<file path="src/rtl/sync_release_dispatcher.sv">
// Release dispatcher: buffers multicast barrier releases and serialises each
// into per-tile unicasts (ascending tile id) toward the network interface.
package sync_release_pkg;
  typedef struct packed {
    logic [7:0] epoch;
    logic [7:0] barrier_id;
  } sync_release_message_t;
endpackage

module sync_release_dispatcher #(
  parameter int TILE_COUNT = 16,
  parameter int TILE_ID_W  = $clog2(TILE_COUNT),
  parameter int MSG_W      = $bits(sync_release_pkg::sync_release_message_t),
  parameter int FIFO_DEPTH = 4
) (
  input  logic                  clk,
  input  logic                  reset,
  input  logic                  rel_valid,
  input  logic [MSG_W-1:0]      rel_mess,
  input  logic [TILE_COUNT-1:0] rel_dest_mask,
  output logic                  rel_full,
  input  logic                  ni_available,
  output logic                  ni_valid,
  output logic [MSG_W-1:0]      ni_mess,
  output logic [TILE_ID_W-1:0]  ni_dest,
  output logic [TILE_COUNT-1:0] ni_dest_oh,
  output logic                  busy,
  output logic                  overflow
);
  localparam int PTR_W = $clog2(FIFO_DEPTH);
  localparam int CNT_W = $clog2(FIFO_DEPTH + 1);

  typedef enum logic {IDLE, SEND} state_t;
  state_t state;

  logic [FIFO_DEPTH-1:0][MSG_W-1:0]      mem_mess;
  logic [FIFO_DEPTH-1:0][TILE_COUNT-1:0] mem_mask;
  logic [PTR_W-1:0]                      rd_ptr, wr_ptr;
  logic [CNT_W-1:0]                      count;
  logic [MSG_W-1:0]                      cur_mess;
  logic [TILE_COUNT-1:0]                 rem_mask;

  logic                  fifo_empty, fifo_full;
  logic                  accept, drain_done, pop, push;
  logic [TILE_COUNT-1:0] rem_next, head_mask;
  logic [MSG_W-1:0]      head_mess;

  assign fifo_empty = (count == '0);
  assign fifo_full  = (count == CNT_W'(FIFO_DEPTH));
  assign head_mess  = mem_mess[rd_ptr];
  assign head_mask  = mem_mask[rd_ptr];

  // Lowest set bit of the remaining mask selects the current destination.
  always_comb begin
    ni_dest    = '0;
    ni_dest_oh = '0;
    for (int i = TILE_COUNT - 1; i >= 0; i--) begin
      if (rem_mask[i]) begin
        ni_dest    = TILE_ID_W'(i);
        ni_dest_oh = '0;
        ni_dest_oh[i] = 1'b1;
      end
    end
  end

  assign accept     = ni_valid & ni_available;
  assign rem_next   = rem_mask & ~ni_dest_oh;
  assign drain_done = (state == SEND) & accept & (rem_next == '0);
  assign pop        = ~fifo_empty & ((state == IDLE) | drain_done);
  // A pop in the same cycle frees the slot, so a push at full is still taken.
  assign push       = rel_valid & (~fifo_full | pop);

  assign rel_full = fifo_full;
  assign ni_mess  = cur_mess;
  assign busy     = ~fifo_empty | (state == SEND);

  always_ff @(posedge clk) begin
    if (push) begin
      mem_mess[wr_ptr] <= rel_mess;
      mem_mask[wr_ptr] <= rel_dest_mask;
    end
  end

  always_ff @(posedge clk) begin
    if (!reset) begin
      rd_ptr   <= '0;
      wr_ptr   <= '0;
      count    <= '0;
      overflow <= 1'b0;
      state    <= IDLE;
      ni_valid <= 1'b0;
      cur_mess <= '0;
      rem_mask <= '0;
    end else begin
      if (push) wr_ptr <= wr_ptr + PTR_W'(1);
      if (pop)  rd_ptr <= rd_ptr + PTR_W'(1);
      case ({push, pop})
        2'b10:   count <= count + CNT_W'(1);
        2'b01:   count <= count - CNT_W'(1);
        default: count <= count;
      endcase
      if (rel_valid && !push) overflow <= 1'b1;

      case (state)
        IDLE: begin
          if (pop) begin
            cur_mess <= head_mess;
            rem_mask <= head_mask;
            // Zero-mask releases have no destination and are dropped here.
            if (head_mask != '0) begin
              state    <= SEND;
              ni_valid <= 1'b1;
            end
          end
        end
        SEND: begin
          if (accept) begin
            if (pop) begin
              cur_mess <= head_mess;
              rem_mask <= head_mask;
              if (head_mask == '0) begin
                state    <= IDLE;
                ni_valid <= 1'b0;
              end
            end else begin
              rem_mask <= rem_next;
              if (rem_next == '0) begin
                state    <= IDLE;
                ni_valid <= 1'b0;
              end
            end
          end
        end
        default: begin
          state    <= IDLE;
          ni_valid <= 1'b0;
        end
      endcase
    end
  end
endmodule

</file>
<file path="config.mk">
export PLATFORM = sky130hd
export DESIGN_NAME = sync_release_dispatcher
export DESIGN_NICKNAME = d
export VERILOG_FILES = /design/src/rtl/sync_release_dispatcher.sv
export SDC_FILE = /design/constraint.sdc
export NUM_CORES = 1
export LEC_CHECK = 0
export BUFFER_PORTS_ARGS = -buffer_cell sky130_fd_sc_hd__buf_4
export CORE_ASPECT_RATIO = 1.1
export CORE_MARGIN = 3
export CORE_UTILIZATION = 50
export DETAILED_ROUTE_END_ITERATION = 10
export PLACE_DENSITY = 0.71
export SETUP_SLACK_MARGIN = 0.4
export SYNTH_ARGS = -nofsm -noshare
export SYNTH_HDL_FRONTEND = slang
export SYNTH_SLANG_ARGS = --single-unit
</file>
<file path="constraint.sdc">
create_clock -name clk -period 4.8 [get_ports clk]
set_input_delay 0.48 -clock clk [delete_from_list [all_inputs] [get_ports clk]]
set_output_delay 0.48 -clock clk [all_outputs]
set_load 0.005 [all_outputs]
</file>
=== Word-level counts from Yosys, hierarchy flattened ===
Index checks and enable logic that the tools add are counted.

* Bits in registers: 170
* Bits in latches: 0
* Bits in writable memories: 0
* ROM bits: 0
* Input bits: 36
* Output and inout bits: 40
* Word-level logic and storage cells: 116
* Memories kept: 0

* $add $sub $neg: 4
* Multiply operators: 0
* Div/mod/pow operators: 0
* Order comparisons: 3
* Equality and inequality tests: 8
* Shifts and indexed selects: 0
* Muxes and demuxes: 62
* Bitwise operators: 13
* Reduce and logical (&&, ||, !) cells: 10

{| class="wikitable"
|+ Operator list
! kind !! count
|-
| $mux 16 || 24
|-
| $bwmux 64 || 2
|-
| $bmux 16 s2 || 2
|-
| $mux 4 || 16
|-
| $pmux 16 s2 || 2
|-
| $demux 16 s2 || 1
|-
| $logic_not 16->1 || 2
|-
| $and 16x16->16 || 1
|-
| $not 16->16 || 1
|-
| $reduce_bool 16->1 || 1
|-
| $mux 1 || 12
|-
| $lt 2x3->1 const B || 2
|-
| $pmux 3 s2 || 1
|-
| $and 1x1->1 || 5
|-
| $reduce_and 5->1 || 1
|-
| $add 2x1->2 const B || 2
|-
| $ne 2x1->1 const B || 2
|-
| $pmux 1 s2 || 2
|-
| $add 3x1->3 const B || 1
|-
| $eq 3x3->1 const B || 1
|-
| $logic_not 3->1 || 1
|-
| $ne 3x1->1 const B || 1
|-
| $ne 3x2->1 const B || 1
|-
| $not 1->1 || 3
|-
| 10 further kinds || 13
|}

=== Depth between registers and ports, before layout ===
Gate-level depths: netlist of run 1.

* Depth in word-level cells: 26
* Mapped depth: 13
* Depth with buffers taken out: 12

=== Worst setup path before layout of run 1 ===
No wires, ideal clock.

* Kind: flip-flop to flip-flop
* From: register rem_mask[6]
* To: register count[2]
* Setup time: 0.073 ns
* Data arrival time: 3.286 ns
* Required time: 4.727 ns
* Setup slack: 1.441 ns
* Stages on the path, launching flop included: 14
* Path buffers: 1
* Clock period less this slack: 3.359 ns
* Cells stage by stage: dfxtp_1 clkbuf_1 or4_1 nor4_4 o221ai_2 o31ai_4 nor2_1 nor2b_2 inv_2 ha_1 fa_1 xnor2_1 or3_1 a21oi_1

* Cells in the longest elaborated chain, start to end: 17
* Elaborated cells between the ends (all ways): 19
* Classes of those cells: eq/ne (2); mux (8); bitwise (7); reduce/logical (2)

{| class="wikitable"
|+ RTL lines
! what !! RTL line !! RTL
|-
| start: declaration || 41 || <nowiki>logic [TILE_COUNT-1:0] rem_mask;</nowiki>
|-
| start signal: assignment || 108 || <nowiki>rem_mask <= head_mask;</nowiki>
|-
| start signal: assignment || 120 || <nowiki>rem_mask <= head_mask;</nowiki>
|-
| start signal: assignment || 126 || <nowiki>rem_mask <= rem_next;</nowiki>
|-
| $mux 16 (7 in a row) || 58 || <nowiki>if (rem_mask[i]) begin</nowiki>
|-
| $not 16->16 || 67 || <nowiki>assign rem_next = rem_mask & ~ni_dest_oh;</nowiki>
|-
| $and 16x16->16 (*) || 67 ||
|-
| $logic_not 16->1 (*) || 68 || <nowiki>assign drain_done = (state == SEND) & accept & (rem_next == '0);</nowiki>
|-
| $and 1x1->1 (*) || 68 ||
|-
| $or 1x1->1 (*) || 69 || <nowiki>assign pop = ~fifo_empty & ((state == IDLE) | drain_done);</nowiki>
|-
| $and 1x1->1 (*) || 69 ||
|-
| $or 1x1->1 || 71 || <nowiki>assign push = rel_valid & (~fifo_full | pop);</nowiki>
|-
| $and 1x1->1 || 71 ||
|-
| $eq 2x1->1 / $eq 2x2->1 (equally long branches) || 97 || <nowiki>case ({push, pop})</nowiki>
|-
| $pmux 3 s2 / $reduce_bool 2->1 (equally long branches) || - ||
|-
| end signal: assignment || 98 || <nowiki>2'b10: count <= count + CNT_W'(1);</nowiki>
|-
| end signal: assignment || 99 || <nowiki>2'b01: count <= count - CNT_W'(1);</nowiki>
|-
| end signal: assignment || 100 || <nowiki>default: count <= count;</nowiki>
|-
| end: declaration || 39 || <nowiki>logic [CNT_W-1:0] count;</nowiki>
|}

Every way passes the cells marked *; elsewhere a longest branch is shown, timed or not.
A chain may end at the register's enable or synchronous reset.

=== Final worst setup path of run 1 ===
* From: register rem_mask[0]
* To: register count[2]

* Cells in the longest elaborated chain, start to end: 11
* Elaborated cells between the ends (all ways): 13
* Classes of those cells: eq/ne (2); mux (2); bitwise (7); reduce/logical (2)

{| class="wikitable"
|+ RTL lines
! what !! RTL line
|-
| $mux 16 || 58
|-
| $not 16->16 || 67
|-
| $and 16x16->16 (*) || 67
|-
| $logic_not 16->1 (*) || 68
|-
| $and 1x1->1 (*) || 68
|-
| $or 1x1->1 (*) || 69
|-
| $and 1x1->1 (*) || 69
|-
| $or 1x1->1 || 71
|-
| $and 1x1->1 || 71
|-
| $eq 2x1->1 / $eq 2x2->1 (equally long branches) || 97
|-
| $pmux 3 s2 / $reduce_bool 2->1 (equally long branches) || -
|}

Marks and branches as above.

==> results of run 1 <==
per-stage QoR:
step	util [%]	cell area (µm²)
after floorplan	-	6930
after global placement	57.0	7630
after detailed placement	57.0	7630
after CTS	61.4	8210
after global routing	61.4	8210
final	61.4	8210
worst max-delay path, delay by kind of cell, from the launching register on:
family	cells	cell delay (ps)
and+or+nand+nor	5	1740
DFF	1	390
AOI/OAI and AO/OA	3	600
buffers and inverters	1	80
xor gates and xnor gates	1	140
adders and majority gates	2	610
routing by layer:
metal	global-route usage, %	wire [µm]	vias up
met5	0	0	-
met4	6.07	84	0
met3	4.41	578	7
met2	31.8	7190	111
met1	23.2	5690	2002
li1	-	-	1906
kinds of logic after synthesis:
group | count (synthesis) | share of synthesized area [%]
AO/OA/AOI/OAI | 80 | 8.15
XOR/XNOR | 5 | 0.632
adder cells (fa/ha/maj) | 8 | 1.48
buffers and inverters | 43 | 2.76
flip-flops | 170 | 67.6
multiplexers | 33 | 10.5
AND/OR/NAND/NOR | 112 | 8.80
layout by cell type, fill, tap and decap left out, drive strengths merged, types with 4 or more instances in the layout:
cell / instances
clkbuf: 20
or4: 4
and2: 6
clkinv: 6
mux4: 32
nor3: 5
a21oi: 28
dfxtp: 42
inv: 15
ha: 5
buf: 82
nand3: 20
nor3b: 4
nor2: 23
edfxtp: 128
o21ai: 13
o2bb2ai: 15
nand2: 27
o31ai: 11
or3: 7
nor4: 9
Yosys cell counts (all sizes together), types with 2 or more instances:
library cell,n
ha,5
buf,10
nor2,23
nand3,20
mux4,32
or3,7
o41ai,3
o2bb2ai,15
xor2,3
xnor2,2
o31ai,11
nor3b,4
nor3,5
or4,4
dfxtp,42
clkbuf,20
a21oi,28
nor4,9
o211ai,2
edfxtp,128
maj3,2
and2,6
o21ai,13
nand2,27
nor2b,3
inv,12
final timing paths:
path / to / from / depth (start not counted)
hold reg to reg: ni_mess[12] / ni_mess[12] / 2
hold / removal: mem_mess[54] / rel_mess[6] / 1
setup / recovery: count[2] / rem_mask[0] / 12
setup reg to reg: count[2] / rem_mask[0] / 12
report_power, final:
part / total [mW] / leakage [nW] / switching (mW) / internal (mW)
sequential: 2.08 / 1.52 / 0.261 / 1.82
clock: 1.32 / 0.286 / 0.529 / 0.793
combinational: 1.85 / 1.03 / 1.02 / 0.831
total: 5.25 / 2.83 / 1.81 / 3.44
area by class of cell:
class | count | area share (%)
clock buffers | 20 | 5.58
inverters | 13 | 0.595
clock inverters | 11 | 1.45
flip-flops and latches | 170 | 57.1
multi-input cells | 238 | 25.0
repair buffers | 82 | 7.50
well taps | 184 | 2.80
state kept, by name (all words and copies together), names as in the netlist:
name	flops
rem_mask	16
mem_mask	64
rd_ptr	2
state	1
ni_valid	1
wr_ptr	2
count	3
ni_mess	16
mem_mess	64
overflow	1
==> results.sh, run 1 <==
export IMPL_layout_min_cycle_time_ps=3650
export IMPL_ys_seq_elements=170
export IMPL_post_cts_resized=0
export IMPL_max_freq_mhz=274
export IMPL_start_kind="flip-flop"
export IMPL_netlist_top_cells_area="edfxtp_1 (55%), dfxtp_1 (12%), mux4_2 (10%), a21oi_1 (2.0%), o2bb2ai_1 (1.9%)"
export IMPL_synth_edf_count=128
export IMPL_ant_nets=0
export IMPL_hold_violations=0
export IMPL_yosysSeqAreaShare_pct=67.6
export IMPL_p_total_mw=5.25
export IMPL_timing_final_crit_share_pct=76.1
export IMPL_cap_violations=0
export IMPL_numCtsBuffers=17
export IMPL_wl_mm=13.5
export IMPL_cts_root_buf="clkbuf_16"
export IMPL_cp_max_fo=10
export IMPL_finClkSkew_ps=7.28
export IMPL_clock_sinks=170
export IMPL_n_fill_cell=990
export IMPL_cts_tree="yes"
export IMPL_routed_via_density=5.61
export IMPL_p_leak_nw=2.83
export IMPL_path_cells="or4_1 -> nor4_4 -> o221ai_2 -> o31ai_4 -> nor2_1 -> nor2b_2 -> inv_2 -> ha_1 -> fa_1 -> xnor2_1 -> or3_1 -> a21oi_1"
export IMPL_worstSetupPathType="flip-flop to flip-flop"
export IMPL_dp_hpwl_mm=8.69
export IMPL_hold_ws_ps=263
export IMPL_seq_area_mm2=0.00469
export IMPL_ys_async_sr_fraction_pct=0
export IMPL_grt_max_degree=33
export IMPL_dieArea_mm2=0.0153
export IMPL_dp_cells=687
export IMPL_fp_dieH_um=129
export IMPL_core_area_mm2=0.0134
export IMPL_rsz0062_at_grt="no"
export IMPL_clock_latency_ps=410
export IMPL_h_tree_depth=4
export IMPL_setup_tns_ps=0
export IMPL_cp_required_ps=5130
export IMPL_clk_path_buf_depth=2
export IMPL_layoutNonFillerInstCount=718
export IMPL_cpPeakStageDelay_ps=780
export IMPL_multiInputGateArea_mm2=0.00205
export IMPL_finalSetupViolCount=0
export IMPL_power_per_cell_area_mw_per_mm2=640
export IMPL_slew_headroom_pct=32.6
export IMPL_portBuffers=75
export IMPL_num_antenna_cells=0
export IMPL_cp_data_arrival_time_ps=3980
export IMPL_drv_slew=0
export IMPL_drive_gt1_share_pct=29.0
export IMPL_end_kind="flip-flop"
export IMPL_drt_first_pass_iters=4
export IMPL_hp_class="input port to flip-flop"
export IMPL_grt_pass1_vias=3989
export IMPL_die_w_um=118
export IMPL_wire_per_inst_um=18.9
export IMPL_yosysWarningCount=0
export IMPL_slowest_stage="or4_1"
export IMPL_finalNetCount=564
export IMPL_cts_hold_buf=0
export IMPL_layout_area_overhead_vs_synth_pct=18.5
export IMPL_drtIter0Drc=367
export IMPL_postSynthAreaPerCell_um2=15.4
export IMPL_clkTransAtPathRegs_ps=60
export IMPL_finalWorstSetupSlack_ps=1150
export IMPL_yosysTopAreaCell="edfxtp_1"
export IMPL_synthCells=451
export IMPL_place_ws_ps=1160
export IMPL_gr_usage_all_layers_pct=18.4
export IMPL_syn_area_mm2=0.00693
export IMPL_vias=4026
export IMPL_synth_top_area_share_pct=55.5
export IMPL_outcome="completed"
export IMPL_synthFlopType="edfxtp_1"
export IMPL_rrSetupSlack_ps=1150
export IMPL_initial_core_util_pct=51.8
export IMPL_ios=76
export IMPL_gr_total_overflow=0
export IMPL_syn_num_nets=493
export IMPL_grt_pass1_wl_mm=21.6
export IMPL_irDropWorstVdd_mv=0.269
export IMPL_rows=44
export IMPL_antenna_found_initial=0
export IMPL_post_route_drc_count=0
export IMPL_ys_types=52
export IMPL_finalWeightedCongestion=0.861
export IMPL_post_cts_buffers=0
export IMPL_worst_pin_slew_ps=1010
Power figures use the tool's default switching activity.
==> run 2, diff against run 1 <==
--- a/config.mk
+++ b/config.mk
@@ -10,7 +10,7 @@
 export CORE_MARGIN = 3
 export CORE_UTILIZATION = 50
 export DETAILED_ROUTE_END_ITERATION = 10
-export PLACE_DENSITY = 0.71
+export PLACE_DENSITY = 0.73
 export SETUP_SLACK_MARGIN = 0.4
 export SYNTH_ARGS = -nofsm -noshare
 export SYNTH_HDL_FRONTEND = slang
==> constraint.sdc (replaced) <==
create_clock -name clk -period 3.2 [get_ports clk]
set_input_delay 0.32 -clock clk [delete_from_list [all_inputs] [get_ports clk]]
set_output_delay 0.32 -clock clk [all_outputs]
set_load 0.005 [all_outputs]
==> results.sh, run 2 (same netlist as run 1, synthesis figures left out) <==
export IMPL_reg2reg_depth=13
export IMPL_worstSetupPathType="flip-flop to flip-flop"
export IMPL_routed_via_density=5.98
export IMPL_num_antenna_cells=0
export IMPL_cp_data_arrival_time_ps=3590
export IMPL_rows=44
export IMPL_layout_area_overhead_vs_synth_pct=38.3
export IMPL_end_kind="flip-flop"
export IMPL_drtIter0Drc=492
export IMPL_worst_pin_slew_ps=641
export IMPL_place_ws_ps=-5.93
export IMPL_drv_slew=0
export IMPL_gr_usage_all_layers_pct=23.2
export IMPL_hold_violations=0
export IMPL_clkTransAtPathRegs_ps=70
export IMPL_path_cells="or4_4 -> buf_8 -> o41ai_4 -> o211ai_1 -> o31ai_4 -> nor2_2 -> nor2b_2 -> inv_2 -> ha_4 -> fa_2 -> xnor2_1 -> or3_1 -> a21oi_2"
export IMPL_largestRegisters="mem_mask x64, mem_mess x64"
export IMPL_hold_ws_ps=92.5
export IMPL_outcome="finished with violations"
export IMPL_numCtsBuffers=17
export IMPL_hold_depth=1
export IMPL_p_int_mw=6.13
export IMPL_h_tree_depth=4
export IMPL_p_leak_nw=3.46
export IMPL_cp_max_fo=5
export IMPL_p_total_mw=9.70
export IMPL_rsz0062_at_grt="yes"
export IMPL_gr_total_overflow=0
export IMPL_p_seq_share_pct=31.9
export IMPL_power_frac_comb_pct=47.1
export IMPL_dieArea_mm2=0.0153
export IMPL_finish_utilization_pct=71.6
export IMPL_p_clk_share_pct=21.0
export IMPL_final_cell_mix="edfxtp_1 (128), buf_4 (103), dfxtp_1 (37)"
export IMPL_slowest_stage="or4_4"
export IMPL_finalNetCount=632
export IMPL_timing_final_crit_share_pct=101
export IMPL_dp_cells=705
export IMPL_start_kind="flip-flop"
export IMPL_drive_gt1_share_pct=46.8
export IMPL_wl_mm=18.5
export IMPL_antenna_found_initial=0
export IMPL_power_switching_mw=3.57
export IMPL_clk_path_buf_depth=2
export IMPL_cts_tree="yes"
export IMPL_grt_pass1_vias=4724
export IMPL_power_per_cell_area_mw_per_mm2=1010
export IMPL_layout_commonest_cell="edfxtp_1"
export IMPL_layout_min_cycle_time_ps=3240
export IMPL_portBuffers=75
export IMPL_grt_pass1_wl_mm=26.7
export IMPL_hp_class="input port to flip-flop"
export IMPL_fp_dieH_um=129
export IMPL_initial_core_util_pct=51.8
export IMPL_ios=76
export IMPL_layoutNonFillerInstCount=787
export IMPL_setup_tns_ps=-36.1
export IMPL_clock_latency_ps=430
export IMPL_finalWorstSetupSlack_ps=-36.1
export IMPL_final_area_mm2=0.00958
export IMPL_cap_violations=0
export IMPL_finClkSkew_ps=12.3
export IMPL_grt_max_degree=22
export IMPL_slew_headroom_pct=57.3
export IMPL_cpPeakStageDelay_ps=510
export IMPL_core_area_mm2=0.0134
export IMPL_place_area_mm2=0.00786
export IMPL_failed_checks="setup timing"
export IMPL_irDropWorstVdd_mv=0.459
export IMPL_cp_required_ps=3560
export IMPL_cts_hold_buf=0
export IMPL_finalSetupViolCount=1
export IMPL_ant_nets=0
export IMPL_cts_root_buf="clkbuf_16"
export IMPL_wire_per_inst_um=23.5
export IMPL_post_route_drc_count=0
export IMPL_clock_sinks=170
export IMPL_vias=4703
export IMPL_max_freq_mhz=309
export IMPL_die_w_um=118
export IMPL_drt_first_pass_iters=5
export IMPL_finalWeightedCongestion=0.904
export IMPL_dp_hpwl_mm=9.05
export IMPL_p_sw_share_pct=36.8
-- run 2: cell count changes in the layout (fill, tap and decap cells not counted), moves of 13 or more --
| cell | change |
|---|---|
| a21oi_2 | +13 |
| a21oi_1 | -14 |
| buf_4 | +21 |
| nand2_4 | +14 |
| nand2_1 | -17 |
| buf_6 | +18 |
| buf_12 | +13 |
-- run 2: power groups by stage --
stage | Clock (mW) | Combinational (mW) | Sequential, mW
after floorplan | 0 | 2.20 | 2.94
after global placement | 0 | 3.12 | 3.04
after detailed placement | 0 | 3.18 | 3.07
after CTS | 2.03 | 3.77 | 3.02
after global routing | 2.16 | 4.88 | 3.14
final | 2.04 | 4.57 | 3.09
-- run 2: final cells by class --
class / count / area, µm²
Tap cell: 184 / 230
Clock buffer: 17 / 425
Fill cell: 789 / 3800
Clock inverter: 15 / 154
Inverter: 13 / 51.3
Sequential cell: 170 / 4700
Multi-Input combinational cell: 238 / 2360
Timing Repair Buffer: 150 / 1660
-- run 2: per-layer routing --
metal / part of all wire (%) / routed length, µm / track usage (%)
met1: 40 / 7330 / 30.3
met2: 52 / 9690 / 39.0
met3: 6.5 / 1210 / 4.80
met4: 1.4 / 265 / 8.90
met5: 0 / 0 / 0
-- run 2: critical path, delay by kind of cell, from the launching register on --
kind	cells	cell delay, ps
AOI/OAI and AO/OA	4	880
xor gates and xnor gates	1	130
adders and majority gates	2	490
buffers and inverters	2	230
DFF	1	340
and+or+nand+nor	4	1100
-- run 2: repair_timing --
action | CTS | global route
buffers inserted | 24 | 11
pin swaps | 10 | 32
gates resized for setup | 28 | 79
cloned | 13 | 2
setup endpoints to repair | 146 | 163
-- run 2: final timing paths --
kind	startpoint	to	slack (ps)
worst min-delay path	rel_mess[8]	mem_mess[8]	90
worst max register to register	rem_mask[1]	count[2]	-40
worst max-delay path	rem_mask[1]	count[2]	-40
worst min register to register	ni_mess[14]	ni_mess[14]	470
